File: src/rtl/alu_issue_ctrl_pkg.sv
// Shared definitions for the ALU issue controller: opcodes, instruction layout, FSM encoding.
package alu_issue_ctrl_pkg;

  typedef enum logic [3:0] {
    OP_ADD   = 4'd0,
    OP_SUB   = 4'd1,
    OP_AND   = 4'd2,
    OP_OR    = 4'd3,
    OP_XOR   = 4'd4,
    OP_NOT   = 4'd5,
    OP_SHL   = 4'd6,
    OP_SHR   = 4'd7,
    OP_ROL   = 4'd8,
    OP_ROR   = 4'd9,
    OP_PASSA = 4'd10,
    OP_PASSB = 4'd11,
    OP_NEG   = 4'd12,
    OP_NAND  = 4'd13,
    OP_INC   = 4'd14,
    OP_DEC   = 4'd15
  } alu_op_e;

  localparam int INSTR_W = 24;
  localparam int OP_W    = 4;
  localparam int REG_AW  = 3;
  localparam int IMM_W   = 9;
  localparam int CNT_W   = 4;

  // Field order matches instr[23:0]: op, rd, ra, rb, imm_sel, reserved, imm9.
  typedef struct packed {
    logic [OP_W-1:0]   op;
    logic [REG_AW-1:0] rd;
    logic [REG_AW-1:0] ra;
    logic [REG_AW-1:0] rb;
    logic              imm_sel;
    logic              rsvd;
    logic [IMM_W-1:0]  imm9;
  } instr_t;

  typedef enum logic {
    S_IDLE = 1'b0,
    S_EXEC = 1'b1
  } state_e;

endpackage

File: src/rtl/alu_issue_rf.sv
// NREG x DW register file: one write port, two operand read ports, one debug read port; r0 is hard zero.
module alu_issue_rf
  import alu_issue_ctrl_pkg::*;
#(
  parameter int DW   = 9,
  parameter int NREG = 8
) (
  input  logic              clk,
  input  logic              rst_n,
  input  logic              we,
  input  logic [REG_AW-1:0] waddr,
  input  logic [DW-1:0]     wdata,
  input  logic [REG_AW-1:0] ra_addr,
  output logic [DW-1:0]     ra_data,
  input  logic [REG_AW-1:0] rb_addr,
  output logic [DW-1:0]     rb_data,
  input  logic [REG_AW-1:0] dbg_addr,
  output logic [DW-1:0]     dbg_data
);

  logic [DW-1:0] mem [NREG];

  always_ff @(posedge clk or negedge rst_n) begin
    if (!rst_n) begin
      for (int i = 0; i < NREG; i++) mem[i] <= '0;
    end else if (we && (waddr != '0)) begin
      mem[waddr] <= wdata;
    end
  end

  assign ra_data  = (ra_addr  == '0) ? '0 : mem[ra_addr];
  assign rb_data  = (rb_addr  == '0) ? '0 : mem[rb_addr];
  assign dbg_data = (dbg_addr == '0) ? '0 : mem[dbg_addr];

endmodule

File: src/rtl/alu_issue_ctrl.sv
// Issue controller for the combinational 9-bit ALU: accepts an instruction, drives the ALU,
// waits ALU_LAT cycles, then writes the sampled result back and pulses res_valid.
//   state  | meaning
//   S_IDLE | ready for an instruction; operands are captured on the accept edge
//   S_EXEC | ALU inputs held; cnt counts down, retire when cnt reaches 0
module alu_issue_ctrl
  import alu_issue_ctrl_pkg::*;
#(
  parameter int DW      = 9,
  parameter int NREG    = 8,
  parameter int ALU_LAT = 1
) (
  input  logic          clk,
  input  logic          rst_n,
  input  logic          instr_valid,
  output logic          instr_ready,
  input  logic [23:0]   instr,
  output logic [DW-1:0] alu_a,
  output logic [DW-1:0] alu_b,
  output logic [3:0]    alu_s,
  input  logic [DW-1:0] alu_out,
  output logic          res_valid,
  output logic [2:0]    res_rd,
  output logic [DW-1:0] res_data,
  output logic          res_zero,
  output logic          busy,
  input  logic [2:0]    dbg_addr,
  output logic [DW-1:0] dbg_data
);

  state_e            state, state_nxt;
  instr_t            f;
  logic [CNT_W-1:0]  cnt;
  logic [REG_AW-1:0] rd_q;
  logic [DW-1:0]     ra_data, rb_data;
  logic              accept, retire;
  logic              unused_rsvd;

  assign f           = instr;
  assign unused_rsvd = f.rsvd;

  always_comb begin
    state_nxt   = state;
    instr_ready = 1'b0;
    accept      = 1'b0;
    retire      = 1'b0;
    unique case (state)
      S_IDLE: begin
        instr_ready = 1'b1;
        accept      = instr_valid;
        if (instr_valid) state_nxt = S_EXEC;
      end
      S_EXEC: begin
        if (cnt == '0) begin
          retire    = 1'b1;
          state_nxt = S_IDLE;
        end
      end
      default: state_nxt = S_IDLE;
    endcase
  end

  assign busy = ~instr_ready;

  always_ff @(posedge clk or negedge rst_n) begin
    if (!rst_n) state <= S_IDLE;
    else        state <= state_nxt;
  end

  // ALU lanes only move on accept so the ALU sees stable inputs for the whole settle window.
  always_ff @(posedge clk or negedge rst_n) begin
    if (!rst_n) begin
      alu_a <= '0;
      alu_b <= '0;
      alu_s <= '0;
      rd_q  <= '0;
      cnt   <= '0;
    end else if (accept) begin
      alu_a <= ra_data;
      alu_b <= f.imm_sel ? DW'(f.imm9) : rb_data;
      alu_s <= f.op;
      rd_q  <= f.rd;
      cnt   <= CNT_W'(ALU_LAT - 1);
    end else if ((state == S_EXEC) && (cnt != '0)) begin
      cnt <= cnt - 1'b1;
    end
  end

  always_ff @(posedge clk or negedge rst_n) begin
    if (!rst_n) begin
      res_valid <= 1'b0;
      res_rd    <= '0;
      res_data  <= '0;
      res_zero  <= 1'b0;
    end else begin
      res_valid <= retire;
      if (retire) begin
        res_rd   <= rd_q;
        res_data <= alu_out;
        res_zero <= (alu_out == '0);
      end
    end
  end

  alu_issue_rf #(
    .DW   (DW),
    .NREG (NREG)
  ) u_rf (
    .clk      (clk),
    .rst_n    (rst_n),
    .we       (retire),
    .waddr    (rd_q),
    .wdata    (alu_out),
    .ra_addr  (f.ra),
    .ra_data  (ra_data),
    .rb_addr  (f.rb),
    .rb_data  (rb_data),
    .dbg_addr (dbg_addr),
    .dbg_data (dbg_data)
  );

endmodule

File: config.mk
export PLATFORM = sky130hd
export DESIGN_NAME = alu_issue_ctrl
export DESIGN_NICKNAME = d
export VERILOG_FILES = /design/src/rtl/alu_issue_ctrl_pkg.sv /design/src/rtl/alu_issue_rf.sv /design/src/rtl/alu_issue_ctrl.sv
export SDC_FILE = /design/constraint.sdc
export NUM_CORES = 1
export LEC_CHECK = 0
export CORE_MARGIN = 2
export CORE_UTILIZATION = 35
export CTS_BUF_LIST = sky130_fd_sc_hd__clkbuf_16
export DETAILED_ROUTE_END_ITERATION = 10
export PLACE_DENSITY = 0.57
export SLEW_MARGIN = 0
export SYNTH_ARGS = -nofsm -noshare
export SYNTH_HDL_FRONTEND = slang
export SYNTH_SLANG_ARGS = --single-unit
export TNS_END_PERCENT = 50
File: constraint.sdc
create_clock -name clk -period 2.8 [get_ports clk]
set_input_delay 0.7 -clock clk [delete_from_list [all_inputs] [get_ports clk]]
set_output_delay 0.7 -clock clk [all_outputs]
set_load 0.005 [all_outputs]
==> run summary, run 1 <==
Distinct cells, synth - 47
crit path DAT - 2.02 ns
Lkg Pwr - 3.25 nW
Mapped Cells - 492
Max IR drop VDD - 0.000317 V
worst-margin pin slew - 0.556 ns
GP Congestion - 0.821
DR pass1 iterations - 6
Slew HR - 0.628
R2R setup slack - 0.30 ns
post-synthesis sequential area ratio - 0.467
Final Hold Viols - 0
share of layout cells above drive strength 1 - 0.274
Root Buffer - clkbuf_16
Area growth, synth to finish - 29.3%
R2R Path End - u_rf.mem[38]
Post-Route Setup TNS - 0 ns
Main synth FF type - dfrtp_1
sequential power share - 0.456
Setup Fix Bufs, Post-CTS - 0
vias in the first global route - 4610
Post-DP Area - 7060 um2
critical path launch point type - primary input
Power per Cell Area - 730 nW/um2
ant diodes - 0
status - complete, no violations
gr ovfl total - 0
Post-Synth Adder-Cell Area - 0.00218
Hold WC Path Type - primary input to asynchronous set/reset pin
post-synthesis xor/xnor area fraction - 0
Worst Skew - 0.00700 ns
Wirelength per Cell - 20.7 um
post-route ant nets - 0
area of the mapped netlist - 5740 um2
hold_buf cts - 0
Clock transition at path regs - 0.07 ns
Seq cells post-synth - 107
Reg2Reg Launch Point - cnt[0]
most common cell after layout, fill and taps aside - dfrtp_1
slowest cell delay on critical path - 0.49 ns
post-route cell area - 7420 um2
period utilization - 0.971
Max Cap Viol - 0
number of port buffers - 84
syn nets - 532
crit path kind - primary input to primary output
Clock Latency Late Sink - 0.36 ns
mux contribution to synthesized area - 0.286
first-pass GRT wire length - 26400 um
Routed WL - 16700 um
Vias - 4356
die footprint - 17400 um2
CP Max Fanout - 5
Die X - 132 um
Internal Pwr Total - 3.75 mW
DR iter-0 viols - 288
Ys Warns - 0
Worst EP required - 2.10 ns
CTS tree - done
post-DR vias/cell - 5.38
Sw Ratio - 0.307
pin count of the biggest net entering global routing - 73
syn_area_per_cell - 11.7 um2
Setup violations, final - 0
Clk network pwr share - 0.233
total core area - 15900 um2
Post-synth ARST share - 1.00
FF-to-FF path depth - 7
row count - 46
Slew Limit Fails - 0
RSZ-0062 raised after global routing - false
clk buf depth - 2
clock period minus worst slack - 2.72 ns
H-tree level count - 3
maximum clock frequency - 0.368 GHz
TritonCTS buffer count - 9
Post-Synth Simple-Gate Area - 0.103
drt drc - 0
Final Net Count - 629
Synth Area in Compound Gates - 0.112
die height - 132 um
slowest CP cell - mux4_2
# IOs - 86
antenna violations before repair - 0
Total Routing Usage GR - 0.198
Net Switching - 1.66 mW
Starting Density - 0.360
most frequent cells in the layout - dfrtp_1 (107), mux2_2 (81), nand2_1 (71), clkdlybuf4s50_1 (71), mux2i_1 (37)
post-DP HPWL - 11300 um
CTS sink cnt - 107
number of flops mapped to enable cells by yosys - 0
largest family of logic cells by synthesized area - multiplexers
Comb pwr share - 0.311
Worst setup EP type - primary output
Cell Chain, Critical Path - buf_4 > bufbuf_16 > mux4_2 > nand2_1 > o21ai_1 > dlygate4sd2_1
==> flip-flops by register name (all words and copies together) (netlist names) <==
name       count
u_rf.mem      63
alu_a          9
alu_b          9
res_data       9
alu_s          4
cnt            4
rd_q           3
res_rd         3
busy           1
res_valid      1
res_zero       1
==> per-layer routing <==
| metal | GRT usage | vias to the layer above | part of all wire |
|---|---|---|---|
| li1 | - | 2023 | - |
| met1 | 0.268 | 2184 | 0.47 |
| met2 | 0.317 | 124 | 0.46 |
| met3 | 0.0461 | 25 | 0.053 |
| met4 | 0.0556 | 0 | 0.017 |
| met5 | 0 | - | 0 |
==> kinds of logic after synthesis <==
group,after synthesis
flip-flops,107
AND/OR/NAND/NOR,117
adder cells (fa/ha/maj),1
buffers and inverters,40
multiplexers,137
AO/OA/AOI/OAI,90
==> power by group through the flow <==
stage / Clock, mW / Sequential (mW) / Combinational [mW]
2_1_floorplan: 0 / 2.33 / 1.08
3_3_place_gp: 0 / 2.46 / 1.66
3_5_place_dp: 0 / 2.48 / 1.69
4_1_cts: 1.30 / 2.45 / 1.70
5_1_grt: 1.35 / 2.54 / 1.84
6_report: 1.26 / 2.47 / 1.68
==> final cells by class <==
cell class / count / area [um2]
Multi-Input combinational cell: 345 / 2900
Sequential cell: 107 / 2680
Tap cell: 216 / 270
Fill cell: 1510 / 8530
Clock buffer: 9 / 225
Timing Repair Buffer: 121 / 1260
Clock inverter: 7 / 62.6
Inverter: 5 / 23.8
==> worst max path at each step <==
stage	slack [ns]	startpoint	cells after the start	endpoint
2_1_floorplan	0.17	dbg_addr[0]	3	dbg_data[1]
3_3_place_gp	-0.63	dbg_addr[1]	7	dbg_data[4]
3_5_place_dp	-0.58	dbg_addr[0]	7	dbg_data[4]
4_1_cts	-0.09	dbg_addr[0]	7	dbg_data[8]
5_1_grt	0.03	dbg_addr[0]	6	dbg_data[0]
6_report	0.08	dbg_addr[0]	6	dbg_data[2]
==> timing repair <==
item,4_1_cts,5_1_grt
gates resized for setup,27,4
gates cloned,2,0
endpoints found under the setup margin,9,4
pin swaps,3,1
==> per-stage QoR <==
step | utilization | instances | total power [mW] | hold slack [ns] | setup slack [ns]
finish | 0.465 | 810 | 5.42 | 0.148 | 0.0811
global placement | 0.443 | 792 | 4.11 | 0.460 | -0.631
CTS | 0.465 | 810 | 5.45 | 0.139 | -0.0896
detailed placement | 0.443 | 792 | 4.17 | 0.461 | -0.577
floorplan | - | 492 | 3.40 | 0.404 | 0.166
global route | 0.465 | 810 | 5.73 | 0.141 | 0.0303
==> synthesized netlist by cell type (9+ instances only) <==
cell type	instances	area [um2]
dfrtp_1	107	2680
mux2_2	81	912
nand2_1	71	267
mux2i_1	37	370
clkbuf_1	25	93.8
o21ai_0	18	90.1
o221ai_1	14	123
a21oi_1	13	65.1
a22oi_1	12	90.1
mux4_2	10	225
a211oi_1	9	67.6
mux2_4	9	135
==> worst max-delay path: cells and delay by family <==
family	cells	cell delay, ns
buffers and inverters	3	0.67
AO/OA/AOI/OAI	1	0.08
AND/OR/NAND/NOR	1	0.08
multiplexers	1	0.49
Power figures use the tool's default switching activity.
==> run 2: changes to the inputs <==
- CTS_BUF_LIST: sky130_fd_sc_hd__clkbuf_16 -> sky130_fd_sc_hd__clkbuf_4
==> run 2 against run 1 <==
  * Clock skew is 0.013 ns higher
  * Via count rose by 0.51%
  * Register-to-register slack is essentially flat
  * Combinational power about the same
  * Routed wire length is essentially flat
  * Critical path depth grew 1
==> run summary, run 2 (synthesis results as in run 1) <==
DR pass1 iterations - 5 (-1)
Vias - 4378 (+0.51%)
Final Net Count - 631 (+0.32%)
critical path launch point type - primary input
most frequent cells in the layout - dfrtp_1 (107), mux2_2 (81), nand2_1 (71), clkdlybuf4s50_1 (71), mux2i_1 (37)
post-route ant nets - 0 (unchanged)
crit path DAT - 2.02 ns (about the same)
Lkg Pwr - 3.17 nW (-2.4%)
maximum clock frequency - 0.367 GHz (-0.15%)
gr ovfl total - 0 (unchanged)
largest register by flop count - u_rf.mem
H-tree level count - 3 (unchanged)
clock period minus worst slack - 2.72 ns (+0.00406 ns)
Root Buffer - clkbuf_4
GP Congestion - 0.821 (unchanged)
routed length on met3 - 942 um (+5.8%)
pin count of the biggest net entering global routing - 73 (unchanged)
row count - 46 (unchanged)
metal2 WL - 7910 um (+1.8%)
Power per Cell Area - 683 nW/um2 (-6.5%)
antenna violations before repair - 1 (+1)
slowest CP cell - mux4_2
Wirelength per Cell - 20.6 um (-0.30%)
top cell family by delay on the critical path - buffers and inverters
Starting Density - 0.360 (unchanged)
Setup violations, final - 0 (unchanged)
Post-Route M1 WL - 7750 um (-0.72%)
vias in the first global route - 4606 (-0.087%)
Die X - 132 um (unchanged)
Worst Skew - 0.0195 ns (+0.0125 ns)
Cell Chain, Critical Path - buf_4 > buf_12 > mux4_2 > nand2_1 > o21ai_1 > buf_4 > dlygate4sd2_1
period utilization - 0.972 (+0.00145)
post-DR vias/cell - 5.38 (+0.13%)
first-pass GRT wire length - 26600 um (+0.65%)
max reg flops - 63 (unchanged)
crit path buf inv count - 4 (+1)
most common cell after layout, fill and taps aside - dfrtp_1
DR iter-0 viols - 352 (+22%)
slowest cell delay on critical path - 0.48 ns (about the same)
Multi-input gate area - 2900 um2 (unchanged)
Clock transition at path regs - 0.15 ns (+0.08 ns)
CTS tree - done
worst-margin pin slew - 0.542 ns (-0.0145 ns)
Max IR drop VDD - 0.000264 V (-17%)
Post-DP Area - 7060 um2 (unchanged)
RSZ-0062 raised after global routing - false
Final Non-Filler Cells - 813 (+0.37%)
post-DP HPWL - 11300 um (unchanged)
TritonCTS buffer count - 9 (unchanged)
total core area - 15900 um2 (unchanged)
Clock Latency Late Sink - 0.50 ns (+0.14 ns)
status - complete, no violations
Util after Layout - 0.457 (-0.00848)
Post-Route Setup TNS - 0 ns (unchanged)
CP Max Fanout - 5 (unchanged)
Inst Count DP - 792 (unchanged)
Routed WL - 16800 um (about the same)
post-route cell area - 7280 um2 (-1.8%)
Reg area - 2680 um2 (unchanged)
crit path kind - primary input to primary output
die footprint - 17400 um2 (unchanged)
Worst EP required - 2.10 ns (about the same)
PnR worst setup slack - 0.0771 ns (-0.00406 ns)
Worst setup EP type - primary output
share of layout cells above drive strength 1 - 0.280 (+0.00579)
Total Routing Usage GR - 0.198 (+0.000295)
Hold WC Path Type - register to register
Max Cap Viol - 0 (unchanged)
Area growth, synth to finish - 27.0%
R2R setup slack - 0.31 ns (about the same)
Slew Limit Fails - 0 (unchanged)
uppermost layer routed - met4
drt drc - 0 (unchanged)
Slew HR - 0.637 (+0.00971)
Final Hold Viols - 0 (unchanged)
most used cell, CP - buf_4
clk buf depth - 2 (unchanged)
die height - 132 um (unchanged)
CTS sink cnt - 107 (unchanged)
number of port buffers - 84 (unchanged)
DP Worst Slack - -0.577 ns (unchanged)
fill count - 1530 (+1.3%)
# IOs - 86 (unchanged)
==> run 2: area by class of cell <==
class                      instances  area share
clock inverter                     4     0.00704
multi-input combinational        345       0.398
timing repair buffer             123       0.174
clock buffer                      12      0.0124
sequential                       107       0.368
tap                              216      0.0371
antenna                            1    0.000344
inverter                           5     0.00326
==> run 2: metrics by stage <==
step | hold slack (ns) | total power [mW]
finish | 0.496 | 4.98
global route | 0.529 | 5.29
CTS | 0.504 | 5.00
detailed placement | 0.461 | 4.17
global placement | 0.460 | 4.11
floorplan | 0.404 | 3.40
==> run 2: tightest hold or removal path: cells and delay by family, from the launching register on <==
family	cells	cell delay [ns]
flops	1	0.37
simple gates	2	0.11
==> run 2: final timing paths <==
check / startpoint / end / cells after the start
worst min-delay path: res_rd[0] / res_rd[0] / 2
worst max register to register: cnt[0] / u_rf.mem[56] / 9
min in group asynchronous: rst_n / alu_a[1] / 2
worst min register to register: res_rd[0] / res_rd[0] / 2
worst max-delay path: dbg_addr[0] / dbg_data[4] / 7
max in group asynchronous: rst_n / u_rf.mem[24] / 3
==> run 2: layer usage <==
| layer | track usage | vias to the layer above |
|---|---|---|
| met4 | 0.0453 | 0 |
| li1 | - | 2028 |
| met3 | 0.0477 | 14 |
| met5 | 0 | - |
| met1 | 0.268 | 2190 |
| met2 | 0.322 | 146 |
==> run 2: timing repair <==
action / CTS / global route
buffers inserted: 1 / 0
setup endpoints to repair: 9 / 2
resized for setup: 30 / 2
gates cloned: 2 / 0
pin swaps: 2 / 1
hold buffers: 1 / 0
endpoints found under the hold margin: 5 / 0
==> run 2: where the power goes <==
group	switching [mW]	total, mW	internal [mW]
combinational	0.619	1.68	1.06
sequential	0.472	2.47	2.00
clock	0.519	0.822	0.303
